`config.mk`:
```
export PLATFORM = sky130hd
export DESIGN_NAME = zero_detect_pipe_flat
export DESIGN_NICKNAME = d
export VERILOG_FILES = /design/src/rtl/zero_detect_pipe_if.sv /design/src/rtl/zero_detect_pipe.sv /design/src/flat_wrapper.sv
export SDC_FILE = /design/constraint.sdc
export NUM_CORES = 1
export LEC_CHECK = 0
export BUFFER_PORTS_ARGS = -buffer_cell sky130_fd_sc_hd__buf_4
export CAP_MARGIN = 25
export CORE_MARGIN = 4
export CORE_UTILIZATION = 46
export DETAILED_ROUTE_END_ITERATION = 10
export HOLD_SLACK_MARGIN = 0.15
export PLACE_DENSITY = 0.92
export SYNTH_ARGS = -nofsm -noshare
export SYNTH_HDL_FRONTEND = slang
export SYNTH_SLANG_ARGS = --single-unit
```
`constraint.sdc`:
```
create_clock -name clk -period 2 [get_ports clk]
set_clock_uncertainty 0.15 [all_clocks]
set_input_delay 0.1 -clock clk [delete_from_list [all_inputs] [get_ports clk]]
set_output_delay 0.1 -clock clk [all_outputs]
set_load 0.05 [all_outputs]
```
`src/rtl/zero_detect_pipe_if.sv`:
```
// Operand/result handshake bundle for zero_detect_pipe.
// master = producer/consumer side, slave = the detector itself.
interface zero_detect_pipe_if #(
    parameter int unsigned WIDTH = 64
);
    logic             in_valid;
    logic             in_ready;
    logic [WIDTH-1:0] in_data;
    logic [WIDTH-1:0] in_cmp;
    logic [1:0]       in_mode;
    logic             out_valid;
    logic             out_ready;
    logic             out_match;
    logic             out_neg;

    modport master (
        output in_valid, in_data, in_cmp, in_mode, out_ready,
        input  in_ready, out_valid, out_match, out_neg
    );

    modport slave (
        input  in_valid, in_data, in_cmp, in_mode, out_ready,
        output in_ready, out_valid, out_match, out_neg
    );
endinterface

```
`src/rtl/zero_detect_pipe.sv`:
```
// Pipelined zero / all-ones / equality / masked-zero detector with valid/ready flow control.
// Optional saturating match counter enabled by ZERO_DETECT_MATCH_COUNT_EN.
module zero_detect_pipe #(
    parameter int unsigned WIDTH            = 64,
    parameter int unsigned LEVELS_PER_STAGE = 2,
    parameter int unsigned CNT_W            = 16
) (
    input  logic             clk,
    input  logic             reset_n,
`ifdef ZERO_DETECT_MATCH_COUNT_EN
    input  logic             cnt_clr,
    output logic [CNT_W-1:0] match_count,
`endif
    zero_detect_pipe_if.slave bus
);
    localparam int unsigned L = $clog2(WIDTH);
    localparam int unsigned P = 1 << L;
    localparam int unsigned S = (L + LEVELS_PER_STAGE - 1) / LEVELS_PER_STAGE;

    logic [P-1:0] w_t;
    logic         w_out_valid;
    logic         w_out_match;
    logic         w_out_neg;

    always_comb begin
        w_t = '0;
        unique case (bus.in_mode)
            2'd0: w_t[WIDTH-1:0] = bus.in_data;
            2'd1: w_t[WIDTH-1:0] = ~bus.in_data;
            2'd2: w_t[WIDTH-1:0] = bus.in_data ^ bus.in_cmp;
            2'd3: w_t[WIDTH-1:0] = bus.in_data & bus.in_cmp;
        endcase
    end

    for (genvar s = 0; s < S; s++) begin : g_stage
        localparam int unsigned LV_LO = s * LEVELS_PER_STAGE;
        localparam int unsigned LV_HI = ((s + 1) * LEVELS_PER_STAGE < L) ?
                                        (s + 1) * LEVELS_PER_STAGE : L;
        localparam int unsigned NL    = LV_HI - LV_LO;
        localparam int unsigned WIN   = P >> LV_LO;
        localparam int unsigned WOUT  = P >> LV_HI;

        logic [WIN-1:0]  w_in;
        logic [WOUT-1:0] w_or;
        logic [WOUT-1:0] r_data;
        logic            r_valid;
        logic            r_neg;
        logic            w_up_valid;
        logic            w_up_neg;
        logic            w_dn_ld;
        logic            w_ld;

        if (s == 0) begin : g_src
            assign w_in       = w_t;
            assign w_up_valid = bus.in_valid;
            assign w_up_neg   = bus.in_data[WIDTH-1];
        end else begin : g_src
            assign w_in       = g_stage[s-1].r_data;
            assign w_up_valid = g_stage[s-1].r_valid;
            assign w_up_neg   = g_stage[s-1].r_neg;
        end

        // A stage may load when empty or when its contents move on this edge,
        // which lets bubbles collapse and keeps full-rate flow-through.
        if (s == S - 1) begin : g_dn
            assign w_dn_ld = bus.out_ready;
        end else begin : g_dn
            assign w_dn_ld = g_stage[s+1].w_ld;
        end
        assign w_ld = ~r_valid | w_dn_ld;

        for (genvar k = 0; k <= NL; k++) begin : g_lvl
            logic [(WIN >> k)-1:0] w_v;
            if (k == 0) begin : g_root
                assign w_v = w_in;
            end else begin : g_pair
                for (genvar j = 0; j < (WIN >> k); j++) begin : g_or
                    assign w_v[j] = g_lvl[k-1].w_v[2*j] | g_lvl[k-1].w_v[2*j+1];
                end
            end
        end
        assign w_or = g_lvl[NL].w_v;

        always_ff @(posedge clk or negedge reset_n) begin
            if (!reset_n) begin
                r_valid <= 1'b0;
            end else if (w_ld) begin
                r_valid <= w_up_valid;
            end
        end

        // Final stage stores the inverted OR, i.e. the match flag itself.
        always_ff @(posedge clk) begin
            if (w_ld) begin
                r_neg  <= w_up_neg;
                r_data <= (s == S - 1) ? ~w_or : w_or;
            end
        end
    end

    assign w_out_valid   = g_stage[S-1].r_valid;
    assign w_out_match   = w_out_valid & g_stage[S-1].r_data[0];
    assign w_out_neg     = w_out_valid & g_stage[S-1].r_neg;

    assign bus.in_ready  = g_stage[0].w_ld;
    assign bus.out_valid = w_out_valid;
    assign bus.out_match = w_out_match;
    assign bus.out_neg   = w_out_neg;

`ifdef ZERO_DETECT_MATCH_COUNT_EN
    logic [CNT_W-1:0] r_cnt;

    always_ff @(posedge clk or negedge reset_n) begin
        if (!reset_n) begin
            r_cnt <= '0;
        end else if (cnt_clr) begin
            r_cnt <= '0;
        end else if (w_out_match && bus.out_ready && (r_cnt != '1)) begin
            r_cnt <= r_cnt + 1'b1;
        end
    end

    assign match_count = r_cnt;
`else
    // CNT_W stays a legal override target even without the counter.
    if (CNT_W == 0) begin : g_no_counter
    end
`endif
endmodule

```
`src/flat_wrapper.sv`:
```
// flat-port wrapper written by rule: the top's interface ports become plain ports
module zero_detect_pipe_flat 
#(
    parameter int unsigned WIDTH            = 64,
    parameter int unsigned LEVELS_PER_STAGE = 2,
    parameter int unsigned CNT_W            = 16
)
  (clk, reset_n, bus_in_valid, bus_in_data, bus_in_cmp, bus_in_mode, bus_out_ready, bus_in_ready, bus_out_valid, bus_out_match, bus_out_neg);
  zero_detect_pipe_if #(.WIDTH(WIDTH)) bus_i ();
  input  logic clk;
  input  logic reset_n;
  input wire logic [$bits(bus_i.in_valid)-1:0] bus_in_valid;
  input wire logic [$bits(bus_i.in_data)-1:0] bus_in_data;
  input wire logic [$bits(bus_i.in_cmp)-1:0] bus_in_cmp;
  input wire logic [$bits(bus_i.in_mode)-1:0] bus_in_mode;
  input wire logic [$bits(bus_i.out_ready)-1:0] bus_out_ready;
  output wire logic [$bits(bus_i.in_ready)-1:0] bus_in_ready;
  output wire logic [$bits(bus_i.out_valid)-1:0] bus_out_valid;
  output wire logic [$bits(bus_i.out_match)-1:0] bus_out_match;
  output wire logic [$bits(bus_i.out_neg)-1:0] bus_out_neg;
  assign bus_i.in_valid = bus_in_valid;
  assign bus_i.in_data = bus_in_data;
  assign bus_i.in_cmp = bus_in_cmp;
  assign bus_i.in_mode = bus_in_mode;
  assign bus_i.out_ready = bus_out_ready;
  assign bus_in_ready = bus_i.in_ready;
  assign bus_out_valid = bus_i.out_valid;
  assign bus_out_match = bus_i.out_match;
  assign bus_out_neg = bus_i.out_neg;
  zero_detect_pipe #(.WIDTH(WIDTH), .LEVELS_PER_STAGE(LEVELS_PER_STAGE), .CNT_W(CNT_W)) u_core (.clk(clk), .reset_n(reset_n), .bus(bus_i));
endmodule
```
==> qor.csv <==
stage,metric,value,unit
yosys,synth-edff-count,24,
yosys,yosys-top-cells-count,"64 x sky130_fd_sc_hd__ha_1, 24 x sky130_fd_sc_hd__edfxtp_1, 18 x sky130_fd_sc_hd__nor4_1, 16 x sky130_fd_sc_hd__or4_1, 15 x sky130_fd_sc_hd__mux2i_1",
global_routing,overflow,0,
cts,clock_root_buffer,sky130_fd_sc_hd__clkbuf_8,
cells_and_area,total_area_of_multi_input_combinational_cells,1780,sq um
timing,final.setup.tns,0,ps
floorplan,floorplan.die.height,83.6,um
cts,cts_tree,done,
cells_and_area,stdcell_area,4030,sq um
cts,cts.repair.resized,0,
global_routing,wire_length_of_the_first_global_routing_pass,12400,um
setup_path,worstPathArrival,1760,ps
yosys,netlist-cell-type-count,27,
floorplan,initial_core_util,47.5,%
global_routing,grt_start_max_net_pins,63,
placement,place_hpwl,6180,um
cells_and_area,areaGrowthSynthToFinish,53.1,%
cells_and_area,nets,595,
timing,worst_path_setup_slack_after_routing,109,ps
route,drtAntennaViolNets,0,
worst_hold_path,startpoint_of_the_most_critical_hold_path,bus_in_data[10],
timing,max_slew.worst_pin.slew,572,ps
yosys,synth.avg_cell_area,11.2,sq um
worst_hold_path,worstHoldEndpoint,u_core.g_stage[0].r_data[2],
global_routing,first_global_vias,2869,
yosys,netlist_area_pre_place,2630,sq um
route,routed-wl-met2,4180,um
cts,clock_insertion_delay_worst_skew,270,ps
timing,period_minus_slack,1890,ps
power_and_ir_drop,reported_leakage_power,1.84,nW
power_and_ir_drop,powerDensity,397,nW/um^2
placement,port_buffers,137,
floorplan,die_area,6990,sq um
route,via_per_inst,5.81,
cts,cts.sink_count,27,
route,detailroute.wirelength.met3,433,um
power_and_ir_drop,comb_power_share,37.7,%
floorplan,placementRows,27,
cells_and_area,drive_gt1_share,38.1,%
placement,post_dp_cell_area,3710,sq um
cells_and_area,n_fill_cell,407,
floorplan,die-width,83.6,um
setup_path,cp_data_required_time,1870,ps
yosys,synth_top_cell_area_share,30.4,%
placement,gpl.final_weighted_congestion,0.790,
worst_hold_path,worstHoldPathCells,4,
power_and_ir_drop,peakVddDrop,0.000295,V
yosys,ys_async_sr_fraction,11.1,%
setup_path,critical_path.reg2reg.startpoint,u_core.g_stage[0].r_data[9],
setup_path,worst_r2r_endpoint,u_core.g_stage[1].r_data[2],
timing,timing.final.crit_share,94.6,%
setup_path,startpoint_type,primary input,
timing,slew-limit-headroom,61.8,%
route,dr.pass1.iters,4,
timing,rsz0062_at_grt,no,
yosys,post-synth-top-count-cell,sky130_fd_sc_hd__ha_1,
power_and_ir_drop,clkPwrFrac,19.5,%
floorplan,placeableCoreArea,5540,sq um
yosys,mappedNetlistNets,433,
timing,fmax,0.529,GHz
setup_path,ff2ff_setup_slack,650,ps
yosys,seq_area_frac_synth,30.2,%
run,drv.max_cap_violation_count,0,
route,route.layer.met1.wl,2790,um
route,top_layer,met4,
yosys,synth_top_cell_by_area,sky130_fd_sc_hd__ha_1,
timing,final-hold-violation-count,0,
yosys,yosys_register_bits,27,
yosys,ys_top_cells_by_area,"sky130_fd_sc_hd__ha_1 30%, sky130_fd_sc_hd__edfxtp_1 27%, sky130_fd_sc_hd__mux2i_1 5.7%, sky130_fd_sc_hd__or4_1 4.6%, sky130_fd_sc_hd__nor4_1 4.3%",
placement,worst_slack_after_detailed_placement,255,ps
global_routing,antenna_found_initial,0,
yosys,mapped_cells,235,
timing,slew_viol_final,0,
route,post_drt_wl_per_cell,16.3,um
yosys,synth-main-ff-cell,sky130_fd_sc_hd__edfxtp_1,
power_and_ir_drop,finalPower,1.60,mW
route,detail_route.iter0.violations,62,
setup_path,reg2reg_depth,1,
route,detailroute.via_count,2717,
cts,worst_setup_hold_path_clk_slew,90,ps
yosys,yosysWarnings,0,
setup_path,setup.worst_path.class,primary input to flop,
route,post-route-drc-count,0,
setup_path,path_max_fanout,62,
setup_path,endpoint_kind,flop,
power_and_ir_drop,switching_share,28.1,%
power_and_ir_drop,intPower,1.15,mW
cts,number_of_cts_inserted_buffers,3,
run_status,run_status,completed,
cells_and_area,area.sequential,797,sq um
power_and_ir_drop,seq_power_share,42.8,%
worst_hold_path,hold_path.class,primary input to flop,
floorplan,top_level_pins,138,
cts,cts-htree-levels,1,
timing,setup_violations,0,
cts,ctsLongestPathBuffers,2,
global_routing,track_usage,21.2,%
power_and_ir_drop,power.net_switching,449,uW
cells_and_area,antenna-diode-count,0,
route,wirelength,7620,um
[stage by stage]
stage	std cells	utilization, %	hold WS (ps)
2_1_floorplan	235	-	-346
3_3_place_gp	437	66.9	-261
3_5_place_dp	437	66.9	-260
4_1_cts	468	72.7	156
5_1_grt	468	72.7	157
6_report	468	72.7	160
[what timing repair did]
item / 4_1_cts / 5_1_grt
buffers inserted: 0 / 0
hold buffers: 27 / 0
endpoints found under the hold margin: 20 / 0
[power by group through the flow]
| stage | Clock, mW | Sequential (mW) | Combinational, mW |
|---|---|---|---|
| floorplan | 0 | 0.698 | 0.242 |
| global placement | 0 | 0.696 | 0.530 |
| detailed placement | 0 | 0.696 | 0.567 |
| CTS | 0.326 | 0.684 | 0.604 |
| global route | 0.360 | 0.688 | 0.667 |
| finish | 0.312 | 0.684 | 0.603 |
[kinds of logic (layout without fill, tap and decap cells)]
group | after synthesis | in the layout | share of synthesized area (%)
DFF | 27 | 27 | 30.2
muxes | 20 | 20 | 7.85
AOI/OAI and AO/OA | 32 | 32 | 8.84
and+or+nand+nor | 83 | 83 | 20.6
adders and majority gates | 64 | 64 | 30.4
buffers and inverters | 9 | 170 | 2.04
[placed cells by master, fill, tap and decap left out]
master                          count
sky130_fd_sc_hd__buf_4            138
sky130_fd_sc_hd__ha_1              64
sky130_fd_sc_hd__dlygate4sd3_1     27
sky130_fd_sc_hd__edfxtp_1          24
sky130_fd_sc_hd__nor4_1            18
sky130_fd_sc_hd__or4_1             16
sky130_fd_sc_hd__mux2i_1           15
sky130_fd_sc_hd__nand4_1           12
sky130_fd_sc_hd__o21ai_1           11
sky130_fd_sc_hd__nor2_1            10
sky130_fd_sc_hd__nor3_1            10
sky130_fd_sc_hd__a221o_1           10
sky130_fd_sc_hd__mux2_2             5
sky130_fd_sc_hd__o21ai_0            5
sky130_fd_sc_hd__o41ai_1            4
sky130_fd_sc_hd__and4_1             4
sky130_fd_sc_hd__nand2b_1           4
sky130_fd_sc_hd__nor4_2             3
sky130_fd_sc_hd__clkbuf_8           3
sky130_fd_sc_hd__or4b_1             2
sky130_fd_sc_hd__o221ai_1           2
sky130_fd_sc_hd__and2_1             2
sky130_fd_sc_hd__dfrtp_1            2
sky130_fd_sc_hd__inv_1              1
sky130_fd_sc_hd__nand3b_1           1
sky130_fd_sc_hd__nand4b_1           1
sky130_fd_sc_hd__clkinvlp_4         1
sky130_fd_sc_hd__dfrtp_2            1
[worst max-delay path, stage by stage]
cell and delay (ps):
sky130_fd_sc_hd__buf_4 280, sky130_fd_sc_hd__or4_1 590, sky130_fd_sc_hd__mux2i_1 150, sky130_fd_sc_hd__dlygate4sd3_1 570, sky130_fd_sc_hd__o21ai_1 60
[area by class of cell]
| class | instances | area share [%] |
|---|---|---|
| tap | 72 | 2.24 |
| inverter | 1 | 0.0932 |
| clock inverter | 1 | 0.186 |
| timing repair buffer | 165 | 32.4 |
| clock buffer | 3 | 1.03 |
| sequential | 27 | 19.8 |
| multi-input combinational | 199 | 44.2 |
[worst max-delay path by stage]
| stage | start | end | cells past startpoint |
|---|---|---|---|
| final | bus_in_mode[0] | u_core.g_stage[0].r_data[8] | 5 |
| after global placement | bus_in_mode[0] | u_core.g_stage[0].r_data[5] | 4 |
| after detailed placement | bus_in_mode[0] | u_core.g_stage[0].r_data[5] | 4 |
| after CTS | bus_in_data[23] | u_core.g_stage[0].r_data[5] | 6 |
| after global routing | bus_in_mode[0] | u_core.g_stage[0].r_data[8] | 5 |
| after floorplan | u_core.bus.out_valid | u_core.g_stage[0].r_data[0] | 1 |
[registers in the layout (all words and copies together), names as in the netlist]
name,cells
u_core.bus.out_valid,1
u_core.g_stage.r_data,21
u_core.g_stage.r_neg,3
u_core.g_stage.r_valid,2
[routing by layer]
layer	track usage, %	up-vias
li1	-	1322
met3	4.05	24
met4	7.75	0
met2	41.9	111
met1	21.7	1260
met5	0	-
Note: power is estimated with default switching activity, not from simulation.
